===== src/rtl/muldiv_pkg.sv =====
// Shared encodings for the iterative multiply/divide unit.
package muldiv_pkg;

    typedef enum logic [1:0] {
        OP_MULTU = 2'b00,
        OP_MULT  = 2'b01,
        OP_DIVU  = 2'b10,
        OP_DIV   = 2'b11
    } op_e;

    typedef enum logic [1:0] {
        IDLE = 2'b00,
        CALC = 2'b01,
        FIX  = 2'b10
    } state_e;

    function automatic logic op_is_div(input op_e o);
        return o[1];
    endfunction

    function automatic logic op_is_signed(input op_e o);
        return o[0];
    endfunction

endpackage


===== src/rtl/muldiv_unit_cond_negate.sv =====
// Conditional two's complement: result = neg ? -value : value.
module cond_negate #(
    parameter int N = 32
) (
    input  logic         neg,
    input  logic [N-1:0] value,
    output logic [N-1:0] result
);

    assign result = neg ? (~value + N'(1)) : value;

endmodule


===== src/rtl/muldiv_unit.sv =====
// Iterative MULT/MULTU/DIV/DIVU unit with hi/lo result registers.
// Operates on magnitudes in CALC; signs are reapplied in a single FIX cycle.
module muldiv_unit
    import muldiv_pkg::*;
#(
    parameter int WIDTH = 32,
    parameter int CNT_W = $clog2(WIDTH + 1)
) (
    input  logic             clk,
    input  logic             rst_n,
    input  logic             start,
    input  logic [1:0]       op,
    input  logic [WIDTH-1:0] opA,
    input  logic [WIDTH-1:0] opB,
    input  logic             hi_we,
    input  logic             lo_we,
    input  logic [WIDTH-1:0] wdata,
    output logic             busy,
    output logic             done,
    output logic             dbz,
    output logic [WIDTH-1:0] hi,
    output logic [WIDTH-1:0] lo
);

    state_e             state, state_nxt;
    logic               accept, calc_en, fix_en;

    logic               div_q, sign_a, sign_b, b_zero;
    logic [WIDTH-1:0]   divr;
    logic [2*WIDTH-1:0] acc;
    logic [CNT_W-1:0]   cnt;

    logic               in_sign_a, in_sign_b;
    logic [WIDTH-1:0]   mag_a, mag_b;

    logic [WIDTH:0]     add_sum, rem_sh, rem_diff;
    logic [2*WIDTH-1:0] mul_next, div_next;

    logic               wide_neg;
    logic [2*WIDTH-1:0] wide_in, wide_res;
    logic [WIDTH-1:0]   rem_res;

    assign in_sign_a = op_is_signed(op_e'(op)) & opA[WIDTH-1];
    assign in_sign_b = op_is_signed(op_e'(op)) & opB[WIDTH-1];

    cond_negate #(.N(WIDTH)) u_mag_a (.neg(in_sign_a), .value(opA), .result(mag_a));
    cond_negate #(.N(WIDTH)) u_mag_b (.neg(in_sign_b), .value(opB), .result(mag_b));

    // State register
    always_ff @(posedge clk) begin
        if (!rst_n) state <= IDLE;
        else        state <= state_nxt;
    end

    // Next-state logic
    always_comb begin
        state_nxt = state;
        case (state)
            IDLE:    if (start) state_nxt = CALC;
            CALC:    if (cnt == CNT_W'(1)) state_nxt = FIX;
            FIX:     state_nxt = IDLE;
            default: state_nxt = IDLE;
        endcase
    end

    // Output / control decode
    always_comb begin
        busy    = (state != IDLE);
        accept  = (state == IDLE) && start;
        calc_en = (state == CALC);
        fix_en  = (state == FIX);
    end

    // Multiply: acc = {partial, multiplier}; add into the top half, shift right with carry.
    assign add_sum  = {1'b0, acc[2*WIDTH-1:WIDTH]} + {1'b0, divr};
    assign mul_next = acc[0] ? {add_sum, acc[WIDTH-1:1]} : {1'b0, acc[2*WIDTH-1:1]};

    // Divide: acc = {remainder, dividend/quotient}; trial-subtract the shifted remainder.
    assign rem_sh   = acc[2*WIDTH-1:WIDTH-1];
    assign rem_diff = rem_sh - {1'b0, divr};
    assign div_next = rem_diff[WIDTH] ? {acc[2*WIDTH-2:0], 1'b0}
                                      : {rem_diff[WIDTH-1:0], acc[WIDTH-2:0], 1'b1};

    // Divide-by-zero keeps the all-ones quotient unsigned; remainder negation restores opA.
    assign wide_in  = div_q ? {{WIDTH{1'b0}}, acc[WIDTH-1:0]} : acc;
    assign wide_neg = (sign_a ^ sign_b) & ~(div_q & b_zero);

    cond_negate #(.N(2*WIDTH)) u_fix_wide (.neg(wide_neg), .value(wide_in), .result(wide_res));
    cond_negate #(.N(WIDTH))   u_fix_rem  (.neg(sign_a), .value(acc[2*WIDTH-1:WIDTH]), .result(rem_res));

    always_ff @(posedge clk) begin
        if (!rst_n) begin
            acc    <= '0;
            divr   <= '0;
            cnt    <= '0;
            div_q  <= 1'b0;
            sign_a <= 1'b0;
            sign_b <= 1'b0;
            b_zero <= 1'b0;
            hi     <= '0;
            lo     <= '0;
            done   <= 1'b0;
            dbz    <= 1'b0;
        end else begin
            done <= 1'b0;
            if (state == IDLE) begin
                if (hi_we) hi <= wdata;
                if (lo_we) lo <= wdata;
            end
            if (accept) begin
                div_q  <= op_is_div(op_e'(op));
                sign_a <= in_sign_a;
                sign_b <= in_sign_b;
                b_zero <= (opB == '0);
                acc    <= {{WIDTH{1'b0}}, mag_a};
                divr   <= mag_b;
                cnt    <= CNT_W'(WIDTH);
                dbz    <= 1'b0;
            end
            if (calc_en) begin
                acc <= div_q ? div_next : mul_next;
                cnt <= cnt - CNT_W'(1);
            end
            if (fix_en) begin
                lo   <= wide_res[WIDTH-1:0];
                hi   <= div_q ? rem_res : wide_res[2*WIDTH-1:WIDTH];
                done <= 1'b1;
                dbz  <= div_q & b_zero;
            end
        end
    end

endmodule


===== config.mk =====
export PLATFORM = sky130hd
export DESIGN_NAME = muldiv_unit
export DESIGN_NICKNAME = d
export VERILOG_FILES = /design/src/rtl/muldiv_pkg.sv /design/src/rtl/muldiv_unit_cond_negate.sv /design/src/rtl/muldiv_unit.sv
export SDC_FILE = /design/constraint.sdc
export NUM_CORES = 1
export LEC_CHECK = 0
export BUFFER_PORTS_ARGS = -buffer_cell sky130_fd_sc_hd__clkbuf_2
export CAP_MARGIN = 5
export CORE_MARGIN = 5
export CORE_UTILIZATION = 50
export DETAILED_ROUTE_END_ITERATION = 7
export PLACE_DENSITY = 0.71
export SLEW_MARGIN = 20
export SYNTH_ARGS = -nofsm -noshare
export SYNTH_HDL_FRONTEND = slang
export SYNTH_HIERARCHICAL = 1
export SYNTH_SLANG_ARGS = --single-unit

===== constraint.sdc =====
create_clock -name clk -period 6.3 [get_ports clk]
set_clock_uncertainty 0.15 [all_clocks]
set_input_delay 1.89 -clock clk [delete_from_list [all_inputs] [get_ports clk]]
set_output_delay 1.89 -clock clk [all_outputs]
set_load 0.1 [all_outputs]

-- Word level (Yosys, flattened, before mapping)
Cells that the tools add are included.
W data, S select, Z words.
- bits in registers: 174
- latch bits: 0
- bits in writable memories: 0
- ROM bits: 0
- input bits: 103
- output and inout bits: 67
- logic and storage cells: 71
- memories: 0
- $add $sub $neg: 7
- multipliers: 0
- divide/modulo/power cells: 0
- order comparisons: 0
- equal/unequal tests: 5
- shift operators: 0
- mux-type cells: 25
- bitwise operators: 10
- reductions and logical operators: 12
- operators with widths (cell ; count):
    $mux W64 ; 7
    $mux W32 ; 10
    $add A32 B1 Y32 const B ; 3
    $not A32 Y32 ; 3
    $add A64 B1 Y64 const B ; 1
    $not A64 Y64 ; 1
    $add A32 B32 Y33 ; 1
    $sub A33 B32 Y33 ; 1
    $logic_not A32 Y1 ; 1
    $mux W6 ; 2
    $reduce_bool A2 Y1 ; 6
    $eq A6 B1 Y1 const B ; 1
    $reduce_and A2 Y1 ; 3
    $sub A6 B1 Y6 const B ; 1
    $and A1 B1 Y1 ; 4
    $mux W2 ; 2
    $pmux W2 S2 ; 1
    $mux W1 ; 3
    $eq A2 B1 Y1 const B ; 1
    $eq A2 B2 Y1 const B ; 1
    $logic_not A2 Y1 ; 1
    $ne A2 B1 Y1 const B ; 1
    $ne A2 B2 Y1 const B ; 1
    $logic_and A1 B1 Y1 ; 1
    2 further kinds ; 2

-- Logic depth before layout (Yosys ltp)
Gate-level depths: netlist of the first run.
- depth in word-level cells: 6
- mapped depth: 16
- gate-level depth less buffers: 12

-- Hierarchy
The synthesis of the first run kept the hierarchy.
- modules (own cells, without submodules) (module ; times used ; cells each ; area an instance (um^2) ; sequential area each (um^2)):
    muldiv_unit ; 1 ; 1633 ; 12137.9 ; 3483.3
    cond_negate at u_fix_rem ... ; 3 ; 99 ; 777.0 ; 0.0
    cond_negate at u_fix_wide ; 1 ; 197 ; 1530.2 ; 0.0

-- Least setup slack after synthesis of the first run
Ideal clock, no wire load.
- kind: reg2reg
- start: reg div_q
- end: reg hi[28]
- library setup time: 128 ps
- arrival time: 3628 ps
- data required time: 6022 ps
- path slack: 2394 ps
- cell stages (with the launch flop): 17
- path buffers: 5
- period minus slack after synthesis: 3906 ps
- cells stage by stage: dfxtp_1 > buf_2 > buf_1 > clkbuf_1 > clkbuf_1 > nor2b_1 > or4_4 > nand2b_4 > or4_1 > buf_2 > o31ai_1 > xnor2_1 > mux2_2 > nand2_1 > a21oi_1 > a21oi_1 > nor2_1
- word-level cells in the longest chain between the ends: 6
- elaborated cells between the ends (all ways): 9
- those cells by class: add/sub (1); mux (4); bitwise (4)
- ends and longest elaborated chain (what ; line ; source):
    start: declaration ; muldiv_unit.sv:28 ; logic div_q, sign_a, sign_b, b_zero;
    start signal: assignment ; muldiv_unit.sv:111 ; div_q <= op_is_div(op_e'(op));
    $mux W64 ; muldiv_unit.sv:85 ; assign wide_in = div_q ? {{WIDTH{1'b0}}, acc[WIDTH-1:0]} : acc;
    net wide_in[48] ; muldiv_unit.sv:40 ; logic [2*WIDTH-1:0] wide_in, wide_res;
    $not A64 Y64 ; muldiv_unit_cond_negate.sv:10 ; assign result = neg ? (~value + N'(1)) : value;
    $add A64 B1 Y64 ; muldiv_unit_cond_negate.sv:10 ;
    $mux W64 ; muldiv_unit_cond_negate.sv:10 ;
    net wide_res[60] ; muldiv_unit.sv:40 ;
    $mux W32 ; muldiv_unit.sv:126 ; hi <= div_q ? rem_res : wide_res[2*WIDTH-1:WIDTH];
    $mux W32 ; muldiv_unit.sv:124 ; if (fix_en) begin
    end signal: assignment ; muldiv_unit.sv:107 ; if (hi_we) hi <= wdata;
    end signal: assignment ; muldiv_unit.sv:126 ;
    end: declaration ; muldiv_unit.sv:21 ; output logic [WIDTH-1:0] hi,
The timed path passes the listed nets, and every way through them passes these cells.
A chain may end at the register's enable or synchronous reset.

-- Worst setup path after layout of the first run
- start: reg acc[40]
- end: reg acc[47]
- word-level cells in the longest chain between the ends: 4
- elaborated cells between the ends (all ways): 6
- those cells by class: add/sub (2); mux (4)
- ends and longest elaborated chain (what ; line ; source):
    start: declaration ; muldiv_unit.sv:30 ; logic [2*WIDTH-1:0] acc;
    start signal: assignment ; muldiv_unit.sv:115 ; acc <= {{WIDTH{1'b0}}, mag_a};
    start signal: assignment ; muldiv_unit.sv:121 ; acc <= div_q ? div_next : mul_next;
    $sub A33 B32 Y33 / $add A32 B32 Y33 (equally long branches) ; muldiv_unit.sv:80, muldiv_unit.sv:75 ;
    $mux W64, on equally long branches ; muldiv_unit.sv:81, muldiv_unit.sv:76 ;
    $mux W64 * ; muldiv_unit.sv:121 ;
    $mux W64 * ; muldiv_unit.sv:120 ; if (calc_en) begin
Mark *: on every way between the ends. The rest lies on a longest branch, timed or not.

==> results of run 1 <==
[worst max-delay path by stage]
stage | depth (start not counted) | slack (ps) | to
after floorplan | 16 | 2390 | hi[28]$_SDFFE_PN0P_
after detailed placement | 10 | 1830 | acc[47]$_SDFFE_PN0P_
after global routing | 10 | 1420 | acc[47]$_SDFFE_PN0P_
after global placement | 10 | 1920 | acc[47]$_SDFFE_PN0P_
final | 10 | 1650 | acc[47]$_SDFFE_PN0P_
after CTS | 10 | 1790 | acc[47]$_SDFFE_PN0P_
[layout make-up]
cell class | instances | area share, %
clock buffers | 19 | 2.52
clock inverters | 13 | 0.598
inverters | 63 | 1.35
multi-input cells | 1754 | 67.0
flip-flops and latches | 174 | 19.9
well taps | 402 | 2.86
repair buffers | 190 | 5.83
[cell families (layout without fill, tap and decap cells)]
group / after synthesis / count (layout) / share of synthesized area [%]
AND/OR/NAND/NOR: 795 / 795 / 25.4
adder cells (fa/ha/maj): 72 / 72 / 5.72
AO/OA/AOI/OAI: 641 / 641 / 28.0
flip-flops: 174 / 174 / 21.8
buffers and inverters: 199 / 285 / 4.99
XOR/XNOR: 198 / 198 / 10.8
multiplexers: 48 / 48 / 3.32
[state kept, by name, summed over array words and instances (netlist names)]
register,count
sign_a,1
acc,64
hi,32
lo,32
div_q,1
sign_b,1
dbz,1
done,1
state,2
cnt,6
b_zero,1
divr,32
[worst max-delay path, stage by stage, from the launching register on]
cell and delay [ps]:
dfxtp_1 570, ha_1 360, a21oi_1 260, o21a_1 210, and4_1 260, a21oi_2 80
o2111a_1 300, o21ai_1 750, nand2_1 780, o311a_1 570, o31ai_1 250
[metal layers]
metal / share of wire [%] / vias to the layer above / GRT usage (%)
li1: - / 7876 / -
met1: 46 / 7727 / 40.0
met2: 45 / 635 / 44.7
met3: 6.2 / 74 / 2.73
met4: 2.8 / 0 / 8.74
met5: 0 / - / 0
[power by group]
| part | total (mW) | switching, mW | internal, mW |
|---|---|---|---|
| Sequential | 1.33 | 0.140 | 1.19 |
| Combinational | 1.60 | 1.07 | 0.538 |
| Clock | 1.03 | 0.509 | 0.523 |
[metrics by stage]
stage          instances  util, %  setup WS [ps]
2_1_floorplan       2127        -           2390
3_3_place_gp        2582     53.8           1920
3_5_place_dp        2582     53.8           1830
4_1_cts             2614     55.6           1790
5_1_grt             2615     55.7           1420
6_report            2615     55.7           1650
[placed cells by master (no fill, tap or decap), drive strengths merged, types with 20 or more instances in the layout]
cell,n
nor2,100
o21ai,126
xnor2,178
ha,70
nor4,35
nand4,23
a21oi,178
nand2b,30
nand3,68
xor2,20
mux2,40
buf,21
nor3,37
nand2,355
a21o,22
a311oi,38
o41ai,40
o31ai,54
a211oi,57
or3,20
clkbuf,188
dfxtp,174
nor2b,72
o211a,30
inv,66
==> results.sh, run 1 <==
export IMPL_status="finished, final reports clean"
export IMPL_drtPass1Iterations=6
export IMPL_grt_pass1_wl_mm=82.3
export IMPL_reg2reg_slack_ps=1650
export IMPL_fin_nets=2375
export IMPL_yosysSeqAreaShare_pct=21.8
export IMPL_start_util_pct=50.7
export IMPL_power_density_nw_per_um2=226
export IMPL_num_vias=16300
export IMPL_cts_buffers=17
export IMPL_cts_tree="built"
export IMPL_tns_ps=0
export IMPL_die_width_um=189
export IMPL_fmax_ghz=0.215
export IMPL_arrival_ps=4840
export IMPL_holdCritPathClass="flip-flop to flip-flop"
export IMPL_cts_root_buf="clkbuf_16"
export IMPL_startpoint="acc[40]$_SDFFE_PN0P_"
export IMPL_cts_max_path_buffers=2
export IMPL_hold_violations=0
export IMPL_rsz0062_at_grt="false"
export IMPL_htree_levels=4
export IMPL_min_to="cnt[5]$_SDFFE_PN0P_"
export IMPL_numPortBuffers=169
export IMPL_p_leak_nw=7.13
export IMPL_antenna_found_initial=1
export IMPL_drv_cap=0
export IMPL_crit_fanout=20
export IMPL_path_class="flip-flop to flip-flop"
export IMPL_syn_num_nets=2302
export IMPL_netlist_instances=2127
export IMPL_core_area_um2=31600
export IMPL_holdBufCountCts=0
export IMPL_multiInputGateArea_um2=11800
export IMPL_async_reset_ff_share_pct=0
export IMPL_ir_worst_vdd_uv=258
export IMPL_ys_seq_elements=174
export IMPL_setup_violations=0
export IMPL_path_clk_slew_ps=70
export IMPL_syn_cell_area_um2=16000
export IMPL_synth_most_common_cell="nand2_1"
export IMPL_reg2reg_depth=10
export IMPL_yosys_area_top_type="dfxtp_1"
export IMPL_grt_max_degree=84
export IMPL_register_area_um2=3490
export IMPL_rows=65
export IMPL_io_pins=170
export IMPL_worstHoldStart="cnt[5]$_SDFFE_PN0P_"
export IMPL_avgSynthCellArea_um2=7.52
export IMPL_p_total_mw=3.96
export IMPL_totalWireLength_mm=51.8
export IMPL_synth_area_leaders="dfxtp_1 (22%), xnor2_1 (9.7%), nand2_1 (8.3%)"
export IMPL_dieArea_um2=35700
export IMPL_ys_types=92
export IMPL_timing_final_crit_share_pct=73.7
export IMPL_routed_via_density=6.24
export IMPL_postCtsSetupBuffers=0
export IMPL_endpoint_kind="flip-flop"
export IMPL_yosys_warnings=6
export IMPL_place_gp_congestion=0.967
export IMPL_cp_required_ps=6490
export IMPL_cts_resized_gates=0
export IMPL_drcViolationCount=0
export IMPL_drtIter0Drc=1726
export IMPL_die_y_um=189
export IMPL_worst_hold_slack_ps=325
export IMPL_whs_path_depth=1
export IMPL_worstMarginPinSlew_ps=1080
export IMPL_fin_crit_ps=4650
export IMPL_drv_slew=0
export IMPL_antenna_left=0
export IMPL_wl_per_cell_um=19.8
export IMPL_dpl_cell_area_um2=17000
export IMPL_synth_edf_count=0
export IMPL_synthToLayoutAreaGrowth_pct=9.80
export IMPL_grt_usage_pct=28.0
export IMPL_dpl_hpwl_mm=39.4
export IMPL_grt_overflow=0
export IMPL_slew_headroom_pct=28.3
export IMPL_synth_ff_type="dfxtp_1"
export IMPL_clkLatencyLatePin_ps=450
export IMPL_cts_sinks=174
export IMPL_synthTopCellsByCount="nand2_1 (354), xnor2_1 (178), a21oi_1 (176)"
export IMPL_drive_gt1_share_pct=15.5
export IMPL_antennaDiodeCount=0
export IMPL_final_design_area_no_fill_um2=17600
export IMPL_regToRegEndpoint="acc[47]$_SDFFE_PN0P_"
export IMPL_grt_pass1_vias=15400
export IMPL_r2r_start="acc[40]$_SDFFE_PN0P_"
export IMPL_synth_top_area_share_pct=21.8
export IMPL_nFillCells=3020
export IMPL_start_kind="flip-flop"
(Power assumes the default switching activity.)
==> inputs of run 2 (changes only) <==
==> constraint.sdc (replaced) <==
create_clock -name clk -period 4.8 [get_ports clk]
set_clock_uncertainty 0.15 [all_clocks]
set_input_delay 1.44 -clock clk [delete_from_list [all_inputs] [get_ports clk]]
set_output_delay 1.44 -clock clk [all_outputs]
set_load 0.1 [all_outputs]
==> run 2 against run 1 <==
Effect of this change:
- worst setup slack worse by 660 ps
- routed wire length is 0.21% lower
- clock power is 45% higher
- cell count is 0.61% higher
- via count is 0.20% lower
- total power is 34% higher
- die area stayed put
- critical path type unchanged
- combinational power is 32% higher
- largest cell class unchanged
- critical path depth is 1 higher
- non-clock buffer count is 16 higher
==> results.sh, run 2 (synthesis results as in run 1) <==
export IMPL_status="finished, final reports clean"
export IMPL_synthToLayoutAreaGrowth_pct=10.9
export IMPL_antenna_left=0
export IMPL_wl_per_cell_um=19.6
export IMPL_cts_root_buf="clkbuf_16"
export IMPL_drv_slew=0
export IMPL_fin_crit_ps=3800
export IMPL_holdBufCountCts=0
export IMPL_cts_resized_gates=0
export IMPL_die_y_um=189
export IMPL_dpl_hpwl_mm=40.2
export IMPL_worstMarginPinSlew_ps=1030
export IMPL_ir_worst_vdd_uv=248
export IMPL_comb_power_share_pct=39.6
export IMPL_endpoint="hi[28]$_SDFFE_PN0P_"
export IMPL_nFillCells=3028
export IMPL_reg2reg_depth=11
export IMPL_dieArea_um2=35700
export IMPL_fin_nets=2391
export IMPL_p_leak_nw=7.24
export IMPL_grt_usage_pct=28.0
export IMPL_place_gp_congestion=0.949
export IMPL_postCtsSetupBuffers=0
export IMPL_cp_required_ps=4960
export IMPL_hold_violations=0
export IMPL_cts_sinks=174
export IMPL_tns_ps=0
export IMPL_start_kind="flip-flop"
export IMPL_rows=65
export IMPL_numPortBuffers=169
export IMPL_clockPowerShare_pct=28.0
export IMPL_drcViolationCount=0
export IMPL_path_class="flip-flop to flip-flop"
export IMPL_antenna_found_initial=0
export IMPL_power_switching_mw=2.26
export IMPL_p_int_mw=3.07
export IMPL_drive_gt1_share_pct=16.1
export IMPL_switching_share_pct=42.4
export IMPL_htree_levels=4
export IMPL_antennaDiodeCount=0
export IMPL_totalWireLength_mm=51.7
export IMPL_startpoint="div_q$_SDFFE_PN0P_"
export IMPL_pre_cts_ws_ps=1040
export IMPL_grt_pass1_vias=15400
export IMPL_die_width_um=189
export IMPL_grt_pass1_wl_mm=82.4
export IMPL_io_pins=170
export IMPL_cts_buffers=17
export IMPL_final_cell_mix="nand2_1 (353), xnor2_1 (178), a21oi_1 (175)"
export IMPL_crit_fanout=56
export IMPL_worst_slack_ps=997
export IMPL_setup_violations=0
export IMPL_endpoint_kind="flip-flop"
export IMPL_arrival_ps=3970
export IMPL_core_area_um2=31600
export IMPL_reg2reg_slack_ps=1000
export IMPL_fmax_ghz=0.263
export IMPL_rsz0062_at_grt="false"
export IMPL_drtPass1Iterations=6
export IMPL_holdCritPathClass="flip-flop to flip-flop"
export IMPL_drtIter0Drc=1444
export IMPL_regMostFlops="acc"
export IMPL_power_share_sequential_pct=32.4
export IMPL_r2r_start="div_q$_SDFFE_PN0P_"
export IMPL_p_total_mw=5.33
export IMPL_grt_overflow=0
export IMPL_regToRegEndpoint="hi[28]$_SDFFE_PN0P_"
export IMPL_num_vias=16300
export IMPL_cts_tree="built"
export IMPL_final_common_cell="nand2_1"
export IMPL_worst_hold_slack_ps=328
export IMPL_routed_via_density=6.19
export IMPL_cts_max_path_buffers=2
export IMPL_path_clk_slew_ps=80
export IMPL_start_util_pct=50.7
export IMPL_drv_cap=0
export IMPL_largest_reg_flops=64
export IMPL_timing_final_crit_share_pct=79.2
export IMPL_grt_max_degree=69
export IMPL_clkLatencyLatePin_ps=450
export IMPL_power_density_nw_per_um2=300
export IMPL_slew_headroom_pct=30.9
[run 2: cell count changes in the layout (fill, tap and decap cells not counted), moves of 2 or more]
cell | previous run | this run
buf_4 | 20 | 37
bufinv_16 | 0 | 2
clkinv_2 | 3 | 1
clkinv_8 | 0 | 2
inv_8 | 1 | 4
[run 2: worst min-delay path by stage]
stage / end / depth (start not counted) / slack [ps] / from
floorplan: cnt[5]$_SDFFE_PN0P_ / 1 / 290 / cnt[5]$_SDFFE_PN0P_
global placement: cnt[5]$_SDFFE_PN0P_ / 1 / 310 / cnt[5]$_SDFFE_PN0P_
detailed placement: divr[14]$_SDFFE_PN0P_ / 2 / 330 / divr[14]$_SDFFE_PN0P_
CTS: cnt[5]$_SDFFE_PN0P_ / 1 / 330 / cnt[5]$_SDFFE_PN0P_
global route: cnt[5]$_SDFFE_PN0P_ / 1 / 360 / cnt[5]$_SDFFE_PN0P_
finish: cnt[5]$_SDFFE_PN0P_ / 1 / 330 / cnt[5]$_SDFFE_PN0P_
[run 2: cell type report]
cell class	count	area [um^2]	share of cell area, %
multi-input cells	1754	11800	66.3
flip-flops and latches	174	3490	19.7
repair buffers	206	1120	6.33
well taps	402	503	2.84
clock buffers	17	425	2.40
inverters	63	238	1.34
clock inverters	15	196	1.11
[run 2: metal layers]
| layer | vias to the layer above | part of all wire (%) | GRT usage (%) | wire length (um) |
|---|---|---|---|---|
| li1 | 7930 | - | - | - |
| met1 | 7749 | 46 | 39.6 | 23800 |
| met2 | 531 | 46 | 45.0 | 23800 |
| met3 | 70 | 5.9 | 3.74 | 3060 |
| met4 | 0 | 2.0 | 7.46 | 1050 |
| met5 | - | 0 | 0 | 0 |
[run 2: worst max-delay path, stage by stage, from the launching register on]
cell	delay, ps
dfxtp_4	730
nor2b_1	230
nor4_1	580
nand3_1	230
or4_1	670
o31ai_1	370
xnor2_1	120
mux2_2	270
nand2_1	60
a21oi_1	60
a21oi_1	130
nor2_1	50
[run 2: power by group through the flow]
stage	clock network, mW	registers (mW)	logic, mW
after floorplan	0	2.00	1.32
after global placement	0	1.75	2.05
after detailed placement	0	1.76	2.07
after CTS	1.51	1.72	2.08
after global routing	1.57	1.74	2.28
final	1.49	1.73	2.11
[run 2: per-stage QoR]
stage          cells  area (um^2)  util, %
4_1_cts         2631        17700     56.2
3_3_place_gp    2599        17100     54.2
5_1_grt         2631        17700     56.2
6_report        2631        17700     56.2
2_1_floorplan   2127        16000        -
3_5_place_dp    2599        17100     54.2
==> inputs of run 3 (changes only) <==
--- a/config.mk
+++ b/config.mk
@@ -5,12 +5,13 @@
 export SDC_FILE = /design/constraint.sdc
 export NUM_CORES = 1
 export LEC_CHECK = 0
+export ABC_AREA = 1
 export BUFFER_PORTS_ARGS = -buffer_cell sky130_fd_sc_hd__clkbuf_2
 export CAP_MARGIN = 5
 export CORE_MARGIN = 5
 export CORE_UTILIZATION = 50
 export DETAILED_ROUTE_END_ITERATION = 7
-export PLACE_DENSITY = 0.71
+export PLACE_DENSITY = 0.73
 export SLEW_MARGIN = 20
 export SYNTH_ARGS = -nofsm -noshare
 export SYNTH_HDL_FRONTEND = slang
==> constraint.sdc (replaced) <==
create_clock -name clk -period 3.2 [get_ports clk]
set_clock_uncertainty 0.15 [all_clocks]
set_input_delay 0.96 -clock clk [delete_from_list [all_inputs] [get_ports clk]]
set_output_delay 0.96 -clock clk [all_outputs]
set_load 0.1 [all_outputs]
==> run 3 against run 2 <==
Effect of this change:
- largest power group unchanged
- global-route usage is 5.9 points higher
- first-iteration DRC count up 73%
- area after synthesis is 19% higher
- register-to-register slack worse by 730 ps
- sequential power increased by 60%
- worst setup slack worse by 730 ps
- cell count increased by 54%
- critical path depth up 7
- critical path type unchanged
- routed wire length up 42%
==> results.sh, run 3 <==
export IMPL_num_vias=22500
export IMPL_cts_buffers=17
export IMPL_hold_violations=0
export IMPL_antenna_found_initial=0
export IMPL_htree_levels=4
export IMPL_start_kind="flip-flop"
export IMPL_drtPass1Iterations=8
export IMPL_dieArea_um2=42100
export IMPL_clkLatencyLatePin_ps=460
export IMPL_final_common_cell="nand2_1"
export IMPL_core_area_um2=37600
export IMPL_io_pins=170
export IMPL_synth_top_area_share_pct=20.9
export IMPL_yosysSeqAreaShare_pct=18.3
export IMPL_cts_sinks=174
export IMPL_place_gp_congestion=1.07
export IMPL_cts_tree="built"
export IMPL_timing_final_crit_share_pct=91.6
export IMPL_drcViolationCount=0
export IMPL_switching_share_pct=50.4
export IMPL_p_int_mw=5.13
export IMPL_largest_reg_flops=64
export IMPL_path_clk_slew_ps=80
export IMPL_grt_usage_pct=33.9
export IMPL_p_leak_nw=10.5
export IMPL_postCtsSetupBuffers=0
export IMPL_drv_cap=0
export IMPL_grt_max_degree=65
export IMPL_fin_crit_ps=2930
export IMPL_final_cell_mix="nand2_1 (1059), nor2_1 (430), inv_1 (374)"
export IMPL_worstMarginPinSlew_ps=760
export IMPL_drtIter0Drc=2500
export IMPL_synth_area_leaders="nand2_1 (21%), dfxtp_1 (18%), nor2_1 (8.5%)"
export IMPL_fin_nets=3703
export IMPL_grt_overflow=0
export IMPL_reg2reg_slack_ps=270
export IMPL_syn_num_nets=3572
export IMPL_power_switching_mw=5.21
export IMPL_final_util_pct=56.4
export IMPL_comb_power_share_pct=51.8
export IMPL_antenna_left=0
export IMPL_cts_resized_gates=0
export IMPL_path_cells="inv_1, ha_1, fa_1, inv_1, nand2_1, nand2_1, nand3_1, nand2_1, nand2_1, nand2_2, nand2_4, nand3_2, nand2_4, inv_2, nand2_1, nand3_1, nand2_1, a21oi_2"
export IMPL_numPortBuffers=169
export IMPL_multiInputGateArea_um2=13500
export IMPL_power_density_nw_per_um2=488
export IMPL_async_reset_ff_share_pct=0
export IMPL_clockPowerShare_pct=21.5
export IMPL_cp_top_family="simple AND/OR/NAND/NOR gates"
export IMPL_tns_ps=0
export IMPL_path_buf_inv=3
export IMPL_crit_fanout=13
export IMPL_nFillCells=3998
export IMPL_slowest_delay_ps=380
export IMPL_rows=71
export IMPL_fmax_ghz=0.341
export IMPL_dpl_hpwl_mm=59.6
export IMPL_cp_required_ps=3420
export IMPL_start_util_pct=50.6
export IMPL_cts_root_buf="clkbuf_16"
export IMPL_cts_max_path_buffers=2
export IMPL_cp_slowest_cell="dfxtp_2"
export IMPL_ys_seq_elements=174
export IMPL_register_area_um2=3490
export IMPL_die_y_um=205
export IMPL_setup_violations=0
export IMPL_status="finished, final reports clean"
export IMPL_regMostFlops="acc"
export IMPL_power_share_sequential_pct=26.7
export IMPL_grt_pass1_wl_mm=113
export IMPL_slew_headroom_pct=48.8
export IMPL_die_width_um=205
export IMPL_synth_ff_type="dfxtp_1"
export IMPL_yosys_warnings=6
export IMPL_path_class="flip-flop to flip-flop"
export IMPL_drv_slew=0
export IMPL_yosys_area_top_type="nand2_1"
export IMPL_routed_via_density=5.56
export IMPL_ys_types=53
export IMPL_netlist_instances=3397
export IMPL_holdBufCountCts=0
export IMPL_synthToLayoutAreaGrowth_pct=11.3
export IMPL_arrival_ps=3160
export IMPL_grt_pass1_vias=19900
export IMPL_synth_edf_count=0
export IMPL_endpoint_kind="flip-flop"
export IMPL_avgSynthCellArea_um2=5.60
export IMPL_holdCritPathClass="flip-flop to flip-flop"
export IMPL_drive_gt1_share_pct=12.7
export IMPL_antennaDiodeCount=0
export IMPL_rsz0062_at_grt="false"
export IMPL_ir_worst_vdd_uv=346
export IMPL_syn_cell_area_um2=19000
export IMPL_synth_most_common_cell="nand2_1"
export IMPL_worst_hold_slack_ps=332
export IMPL_cpMostUsedCell="nand2_1"
export IMPL_wl_per_cell_um=18.0
export IMPL_synthTopCellsByCount="nand2_1 (1061), nor2_1 (432), inv_1 (374)"
export IMPL_totalWireLength_mm=73.1
run 3: worst paths after layout:
kind                                            from              endpoint  cells after the start
worst max-delay path            acc[31]$_SDFFE_PN0P_  acc[60]$_SDFFE_PN0P_                     18
worst min-delay path             cnt[5]$_SDFFE_PN0P_   cnt[5]$_SDFFE_PN0P_                      1
worst max register to register  acc[31]$_SDFFE_PN0P_  acc[60]$_SDFFE_PN0P_                     18
worst min register to register   cnt[5]$_SDFFE_PN0P_   cnt[5]$_SDFFE_PN0P_                      1
run 3: final cells by class:
class / count / area share (%)
clock inverter: 12 / 0.685
sequential: 174 / 16.5
inverter: 391 / 7.00
clock buffer: 20 / 2.16
tap: 511 / 3.02
multi-input combinational: 2705 / 63.8
timing repair buffer: 239 / 6.85
run 3: kinds of logic after synthesis:
logic type	share of synthesized area, %
AOI/OAI and AO/OA	17.9
adders and majority gates	4.81
DFF	18.3
and+or+nand+nor	43.8
xor gates and xnor gates	4.33
buffers and inverters	10.8
run 3: power groups by stage:
| stage | logic [mW] | registers, mW | clock network (mW) |
|---|---|---|---|
| detailed placement | 5.21 | 2.79 | 0 |
| floorplan | 3.27 | 3.31 | 0 |
| CTS | 5.24 | 2.74 | 2.24 |
| global placement | 5.23 | 2.78 | 0 |
| global route | 5.84 | 2.78 | 2.34 |
| finish | 5.36 | 2.76 | 2.22 |
run 3: stage by stage:
stage          worst slack [ps]  cell area [um^2]  std cells  power (mW)
5_1_grt                    70.3             21200       4052        11.0
3_3_place_gp                354             20600       4020        8.01
3_5_place_dp                272             20600       4020        7.99
2_1_floorplan               541             19000       3397        6.59
6_report                    267             21200       4052        10.3
4_1_cts                     233             21200       4052        10.2
run 3: per-layer routing:
| metal | up-vias | global-route usage (%) | part of all wire [%] |
|---|---|---|---|
| met4 | 0 | 8.01 | 2.1 |
| met1 | 10200 | 50.9 | 45 |
| met3 | 95 | 6.71 | 11 |
| met5 | - | 0 | 0 |
| met2 | 1042 | 49.6 | 42 |
| li1 | 11200 | - | - |
